<file path="config.mk">
export PLATFORM = sky130hd
export DESIGN_NAME = instr_fetch
export DESIGN_NICKNAME = d
export VERILOG_FILES = /design/src/rtl/instr_fetch_pkg.sv /design/src/rtl/fetch_skid.sv /design/src/rtl/instr_fetch.sv
export SDC_FILE = /design/constraint.sdc
export NUM_CORES = 1
export LEC_CHECK = 0
export CORE_ASPECT_RATIO = 1.25
export CORE_MARGIN = 3
export CORE_UTILIZATION = 50
export DETAILED_ROUTE_END_ITERATION = 8
export PLACE_DENSITY_LB_ADDON = 0.25
export SETUP_SLACK_MARGIN = 0.02
export SLEW_MARGIN = 0
export SYNTH_ARGS = -nofsm -noshare
export SYNTH_HDL_FRONTEND = slang
export SYNTH_SLANG_ARGS = --single-unit
</file>
<file path="constraint.sdc">
create_clock -name clk -period 2.63 [get_ports clk]
set_input_delay 0.263 -clock clk [delete_from_list [all_inputs] [get_ports clk]]
set_output_delay 0.263 -clock clk [all_outputs]
set_load 0.005 [all_outputs]
</file>
<file path="src/rtl/instr_fetch_pkg.sv">
// Shared processor definitions: opcode values, instruction field positions
// and the fetch-stage state encoding.
package instr_fetch_pkg;

    localparam int INSTR_W = 8;

    localparam logic [1:0] OP_ADD = 2'b00;
    localparam logic [1:0] OP_LW  = 2'b01;
    localparam logic [1:0] OP_SW  = 2'b10;
    localparam logic [1:0] OP_BR  = 2'b11;

    localparam int OP_MSB = 7;
    localparam int OP_LSB = 6;
    localparam int RS_MSB = 5;
    localparam int RS_LSB = 4;
    localparam int RT_MSB = 3;
    localparam int RT_LSB = 2;
    localparam int RD_MSB = 1;
    localparam int RD_LSB = 0;

    typedef enum logic [1:0] {
        IDLE  = 2'd0,
        FETCH = 2'd1,
        FLUSH = 2'd2
    } fetch_state_t;

    function automatic logic [1:0] instr_op(input logic [INSTR_W-1:0] word);
        return word[OP_MSB:OP_LSB];
    endfunction

endpackage

</file>
<file path="src/rtl/fetch_skid.sv">
// One-entry skid buffer: registered output stage plus a single spill slot
// that catches a word arriving while the consumer is stalled.
module fetch_skid #(
    parameter int W = 16
) (
    input  logic         clk,
    input  logic         reset,
    input  logic         flush,
    input  logic         in_valid,
    output logic         in_ready,
    input  logic [W-1:0] in_data,
    output logic         out_valid,
    input  logic         out_ready,
    output logic [W-1:0] out_data
);

    logic         skid_valid;
    logic [W-1:0] skid_data;

    assign in_ready = !skid_valid;

    always_ff @(posedge clk) begin
        if (reset) begin
            out_valid  <= 1'b0;
            out_data   <= '0;
            skid_valid <= 1'b0;
            skid_data  <= '0;
        end else if (flush) begin
            // The word arriving this cycle belongs to the abandoned path.
            out_valid  <= 1'b0;
            skid_valid <= 1'b0;
        end else if (out_ready || !out_valid) begin
            if (skid_valid) begin
                out_valid  <= 1'b1;
                out_data   <= skid_data;
                skid_valid <= 1'b0;
            end else begin
                out_valid <= in_valid;
                if (in_valid) begin
                    out_data <= in_data;
                end
            end
        end else if (in_valid && in_ready) begin
            skid_valid <= 1'b1;
            skid_data  <= in_data;
        end
    end

endmodule

</file>
<file path="src/rtl/instr_fetch.sv">
// Instruction fetch stage: drives a synchronous-read ROM, presents one
// instruction per cycle to decode and handles redirects with a one-cycle flush.
module instr_fetch
    import instr_fetch_pkg::*;
#(
    parameter int                ADDR_W   = 8,
    parameter logic [ADDR_W-1:0] RESET_PC = '0
) (
    input  logic               clk,
    input  logic               reset,
    output logic [ADDR_W-1:0]  imem_addr,
    input  logic [INSTR_W-1:0] imem_rdata,
    input  logic               redirect,
    input  logic [ADDR_W-1:0]  redirect_pc,
    output logic               instr_valid,
    input  logic               instr_ready,
    output logic [INSTR_W-1:0] instr,
    output logic [1:0]         op,
    output logic [ADDR_W-1:0]  instr_pc,
    output fetch_state_t       fsm_state
);

    // Handshake: an instruction moves to decode on exactly those rising edges
    // where instr_valid && instr_ready; while instr_valid && !instr_ready the
    // presented instr/op/instr_pc hold and no new address is issued.

    fetch_state_t              state, state_next;
    logic [ADDR_W-1:0]         pc, pc_next, fetch_addr;
    logic [ADDR_W-1:0]         infl_pc;
    logic                      infl_valid;
    logic                      issue;
    logic                      flush;
    logic                      skid_in_ready;
    logic [ADDR_W+INSTR_W-1:0] out_data;

    always_comb begin
        state_next = state;
        fetch_addr = pc;
        issue      = 1'b0;
        flush      = 1'b0;
        if (redirect) begin
            state_next = FLUSH;
            fetch_addr = redirect_pc;
            issue      = 1'b1;
            flush      = 1'b1;
        end else begin
            case (state)
                IDLE: begin
                    state_next = FETCH;
                    fetch_addr = RESET_PC;
                    issue      = 1'b1;
                end
                FETCH, FLUSH: begin
                    state_next = FETCH;
                    // Only fetch when the word returning next cycle has a slot.
                    issue = instr_ready || (!instr_valid && skid_in_ready);
                end
                default: state_next = IDLE;
            endcase
        end
        pc_next = issue ? fetch_addr + ADDR_W'(1) : pc;
    end

    always_ff @(posedge clk) begin
        if (reset) begin
            state      <= IDLE;
            pc         <= RESET_PC;
            infl_valid <= 1'b0;
            infl_pc    <= '0;
        end else begin
            state      <= state_next;
            pc         <= pc_next;
            infl_valid <= issue;
            if (issue) begin
                infl_pc <= fetch_addr;
            end
        end
    end

    fetch_skid #(
        .W(ADDR_W + INSTR_W)
    ) u_skid (
        .clk      (clk),
        .reset    (reset),
        .flush    (flush),
        .in_valid (infl_valid),
        .in_ready (skid_in_ready),
        .in_data  ({infl_pc, imem_rdata}),
        .out_valid(instr_valid),
        .out_ready(instr_ready),
        .out_data (out_data)
    );

    assign imem_addr = fetch_addr;
    assign instr_pc  = out_data[ADDR_W+INSTR_W-1:INSTR_W];
    assign instr     = out_data[INSTR_W-1:0];
    assign op        = instr_op(instr);
    assign fsm_state = state;

endmodule
</file>
Word-level counts from Yosys, hierarchy flattened --
Index checks and enable logic that the tools add are counted.
Word-level totals: register bits after elaboration 53, logic and storage cells 39, output and inout bits 29
Cells by class: eq/ne operators 2, multiplexer cells 10, add/subtract/negate cells 1, bitwise operators 2, reductions and logical operators 15
Operators with widths (count):
- $mux W16 | 2
- $mux W8 | 2
- $add A8 B1 Y8 const B | 1
- $reduce_and A3 Y1 | 2
- $reduce_or A2 Y1 | 3
- $reduce_or A3 Y1 | 2
- $mux W1 | 4
- $eq A2 B1 Y1 const B | 1
- $eq A2 B2 Y1 const B | 1
- $logic_and A1 B1 Y1 | 2
- $logic_not A1 Y1 | 2
- $logic_not A2 Y1 | 1
- $logic_or A1 B1 Y1 | 2
- $mux W2 | 1
- $not A1 Y1 | 2
- $pmux W1 S2 | 1
- $reduce_bool A2 Y1 | 1

Longest topological paths before layout --
depth in word-level cells 5, gate-level depth with buffers 9

Modules after synthesis --
A second synthesis with hierarchy kept.
Second synthesis, totals: cell total of the unflattened synthesis 270, area, all modules 2652.5 µm²
Modules (own cells, without submodules):
- fetch_skid | instances 1, sequential area each 680.7 µm², area each 1629.1 µm², cells each 153
- instr_fetch | instances 1, sequential area each 380.4 µm², area each 1023.5 µm², cells each 117

Least setup slack after synthesis --
Ideal clock, no wire load.
path type reg-to-reg, start register state[0], in the netlist fsm_state[0], end register pc[6], setup slack 0.641 ns, clock period less this slack 1.989 ns, cell stages (with the launch flop) 10, path buffers 1, arrival 1.875 ns, path through dfxtp_1 -> inv_1 -> ha_1 -> buf_6 -> or3b_4 -> nand2_1 -> ha_1 -> nand4_1 -> xnor2_1 -> a21o_1
Between the ends: cells in the longest elaborated chain, start to end 4
RTL lines:
- start: declaration | RTL line instr_fetch.sv:27 | fetch_state_t state, state_next;
- start signal: assignment | RTL line instr_fetch.sv:71 | state <= state_next;
- $logic_not A2 Y1 | RTL line instr_fetch.sv:47 | case (state)
- $mux W8 | RTL line instr_fetch.sv:47
- $mux W8 | RTL line instr_fetch.sv:41 | if (redirect) begin
- net imem_addr[0] | RTL line instr_fetch.sv:11 | output logic [ADDR_W-1:0] imem_addr,
- $add A8 B1 Y8 | RTL line instr_fetch.sv:61 | pc_next = issue ? fetch_addr + ADDR_W'(1) : pc;
- end signal: assignment | RTL line instr_fetch.sv:72 | pc <= pc_next;
- end: declaration | RTL line instr_fetch.sv:28 | logic [ADDR_W-1:0] pc, pc_next, fetch_addr;
The timed path passes the listed nets, and every way through them passes these cells. A chain may end at the register's enable or synchronous reset.

Worst setup path in the final report --
start register state[0], in the netlist fsm_state[0], end output imem_addr[0]
Between the ends: cells in the longest elaborated chain, start to end 3
RTL lines (RTL line):
- $logic_not A2 Y1 | instr_fetch.sv:47
- $mux W8 | instr_fetch.sv:47
- $mux W8 | instr_fetch.sv:41
- end: declaration | instr_fetch.sv:11
Every way passes these cells.

==> summary.md <==
Hold repair after CTS inserted 0 buffers. The initial antenna violation count was 0. The cell sitting at the root of the clock tree is a sky130_fd_sc_hd__clkbuf_8. The switching fraction of total power was 23.7%.

The first-pass iteration count of the detailed router came out at 4. The internal power contribution was 1.29 mW. The flow ran to the end, and the final reports show no timing, DRC or antenna violations.

The tightest slew margin relative to the limit is 56.4%. Port buffering added 48 buffers. The number of nets in the synthesized netlist is 293.

Counting flops with a built-in enable in the synthesized netlist gives 0. In this run, synthesis produced a sequential element count of 53. Per report_power, the sequential group accounts for 51.3% of the total.

Mean routed wirelength per cell: 12.5 µm. VDD sags by at most 384 µV. The first routing iteration left 107 violations.

In this run, the combinational gates consume 14.9% of the power. Total clock buffers created by CTS: 5. Entering global routing, the biggest net connects 37 pins. Top achievable clock speed: 0.415 GHz. OpenSTA, run right after detailed placement, puts the worst setup slack at 0.314 ns.

The most used flip-flop cell after synthesis is sky130_fd_sc_hd__dfxtp_1. The total overflow left after global routing is 0. The number of placed instances, taps included, is 362. The area share of the largest cell type after synthesis is 45.4%. The finished layout holds 370 standard cells, fillers aside.

The largest total area in the synthesized netlist belongs to sky130_fd_sc_hd__dfxtp_1. Overall power consumption after layout is estimated at 1.69 mW. The final layout contains routed wiring with a total length of 4.64 mm.

Yosys printed 0 warnings. Row generation in the floorplan step produced 27 rows. The final critical path takes up 91.5% of the cycle.

The initial utilization of the core area, before any placement, comes to 52.4%. The first global-routing pass estimated 8.03 mm of wire. The setup path with the least slack is of type reg2out. Count of final max-slew check failures: 0.

The clock arrives with 0.00643 ns of skew. The number of gates resized after CTS was 0. Setup slack on the critical path of the routed design comes to 0.222 ns. The logs give 0 for the number of setup violations in the final report and 33.7% for the fraction of power consumed by the clock network. Dividing total power by cell area gives a power density of 571 nW/µm². At the end of routability-driven placement, the weighted congestion stood at 0.779.

In the routed layout, each cell is associated on average with a via count of 5.18. The logs give 0 ns for the accumulated negative setup slack and 53 for the number of sinks driven by the clock tree. The tools report the count of cell types in the netlist as 34. The tightest hold path in the finished design has a slack of 0.461 ns.

The tools report the number of placed I/O pins as 49. In the synthesized netlist, the cells that appear most often are sky130_fd_sc_hd__dfxtp_1 (53), sky130_fd_sc_hd__nand2_1 (39), sky130_fd_sc_hd__nor2_1 (34). The worst setup path is captured at an output pin. The logs give 4460 µm² for the core outline area and 0 for the post-CTS repair timing setup buffer count. For the worst setup path, the data required time is 2.37 ns.

The die is 82.4 µm tall. For the standard cell area after detailed placement, the log shows 2850 µm². The tools report the category of the worst setup path launch point as a flip-flop.

The slew at the pin closest to its max-slew limit works out to 0.654 ns. The post-route minimum period is 2.41 ns, and the via count of the first global-routing pass is 1841. Sorting the synthesized cells by area gives the leading types as sky130_fd_sc_hd__dfxtp_1 (45%), sky130_fd_sc_hd__mux2i_1 (9.9%), sky130_fd_sc_hd__a211oi_1 (6.4%), sky130_fd_sc_hd__nand2_1 (6.3%), sky130_fd_sc_hd__nor2_1 (5.5%).

In this run the number of H-tree levels came out at 2. The utilization of the core after routing is 66.5%, and the vias after detailed routing is 1915. The biggest fanout along the worst timing path was 10. The number of hold violations in the final report was 0; the reported leakage power was 1.11 nW.

Setup repair after global routing left no endpoint under its margin. TritonCTS built the clock tree. The fill cell instance count of the final layout was 388. After detailed routing, the number of remaining DRC violations is 0. The logs give 2970 µm² for the cell area after layout and 5530 µm² for the floorplan die area. For the post-route antenna net violation count, the log shows 0. The number of cells produced by synthesis was 269; the total net switching power was 401 µW. The proportion of synthesized chip area in sequential cells came out at 45.4%.

Post-synth design cell area: 2330 µm². The final layout contains 335 nets. In this run the mean area of a mapped cell was 8.68 µm². Of all flip-flops after synthesis, the portion carrying an async set or reset was 0%. The clock passes through at most 2 buffers.

The number of antenna diodes in the final layout is 0. The estimated wirelength of the detail-placed design is 3.25 mm, and the clock latency on the worst-skew pair is 0.30 ns. In this run the worst hold path is classified as reg2reg.

Relative to the synthesized area, the layout overhead comes to 27.1%. In the final layout, the share of cells above drive strength 1 is 7.05%. sky130_fd_sc_hd__dfxtp_1 is the most common cell in the netlist. The data arrival time at the worst-slack endpoint is 2.14 ns. Overall die width: 67.1 µm. Clock-pin slew was measured on the worst setup and hold paths at 0.09 ns. The run gives 0 as the number of max-cap violations.

Global-route usage over all layers: 18.6%.
[routing by layer]
metal | global-route usage [%] | vias to the layer above | share of wire [%]
met1 | 23.0 | 857 | 46
met2 | 31.2 | 52 | 47
met4 | 6.69 | 0 | 1.3
li1 | - | 1001 | -
met5 | 0 | - | 0
met3 | 4.47 | 5 | 5.3
[layout by cell type, fill, tap and decap left out, types with 3 or more instances in the layout]
| cell | count |
|---|---|
| sky130_fd_sc_hd__a211oi_1 | 20 |
| sky130_fd_sc_hd__a21oi_1 | 19 |
| sky130_fd_sc_hd__buf_4 | 8 |
| sky130_fd_sc_hd__clkbuf_8 | 6 |
| sky130_fd_sc_hd__clkdlybuf4s50_1 | 47 |
| sky130_fd_sc_hd__dfxtp_1 | 53 |
| sky130_fd_sc_hd__ha_1 | 4 |
| sky130_fd_sc_hd__inv_1 | 8 |
| sky130_fd_sc_hd__mux2i_1 | 23 |
| sky130_fd_sc_hd__nand2_1 | 39 |
| sky130_fd_sc_hd__nand2b_1 | 6 |
| sky130_fd_sc_hd__nand3_1 | 6 |
| sky130_fd_sc_hd__nor2_1 | 34 |
| sky130_fd_sc_hd__nor2b_1 | 4 |
| sky130_fd_sc_hd__nor3b_1 | 4 |
| sky130_fd_sc_hd__o21ai_0 | 4 |
| sky130_fd_sc_hd__o21ai_1 | 3 |
[logic make-up (layout without fill, tap and decap cells)]
logic type | count (synthesis) | in the layout | synth area share [%]
multiplexers | 23 | 23 | 9.86
XOR/XNOR | 4 | 4 | 1.50
adder cells (fa/ha/maj) | 4 | 4 | 2.14
AO/OA/AOI/OAI | 53 | 53 | 15.2
flip-flops | 53 | 53 | 45.4
AND/OR/NAND/NOR | 103 | 103 | 20.2
buffers and inverters | 29 | 72 | 5.63
[final cells by class]
| cell class | count | area, µm² | share of cell area (%) |
|---|---|---|---|
| Multi-Input combinational cell | 187 | 1150 | 38.7 |
| Sequential cell | 53 | 1060 | 35.8 |
| Timing Repair Buffer | 56 | 536 | 18.1 |
| Clock buffer | 6 | 82.6 | 2.78 |
| Tap cell | 58 | 72.6 | 2.45 |
| Clock inverter | 2 | 37.5 | 1.27 |
| Inverter | 8 | 30.0 | 1.01 |
[power groups by stage]
stage	clock network, mW	registers [mW]	logic [mW]
2_1_floorplan	0	0.885	0.137
3_3_place_gp	0	0.887	0.251
3_5_place_dp	0	0.888	0.254
4_1_cts	0.582	0.870	0.256
5_1_grt	0.616	0.875	0.282
6_report	0.571	0.869	0.253
[worst max-delay path, cell delays in order, from the launching register on]
cell and delay [ns]:
sky130_fd_sc_hd__dfxtp_1 0.39, sky130_fd_sc_hd__inv_1 0.06, sky130_fd_sc_hd__ha_1 0.31, sky130_fd_sc_hd__or3b_4 0.43
sky130_fd_sc_hd__nand2_1 0.12, sky130_fd_sc_hd__clkdlybuf4s50_1 0.53
[final timing paths]
kind | startpoint | endpoint | slack, ns | depth (start not counted)
hold / removal | u_skid.skid_data[15] | u_skid.skid_data[15] | 0.46 | 2
hold reg to reg | u_skid.skid_data[15] | u_skid.skid_data[15] | 0.46 | 2
setup / recovery | fsm_state[0] | imem_addr[0] | 0.22 | 5
setup reg to reg | fsm_state[0] | pc[6] | 0.55 | 8
[flip-flops by register name, summed over array words and instances (netlist names)]
signal,cells
u_skid.out_valid,1
u_skid.skid_valid,1
pc,8
infl_valid,1
fsm_state,2
u_skid.skid_data,16
infl_pc,8
u_skid.out_data,16
(Power assumes the default switching activity.)
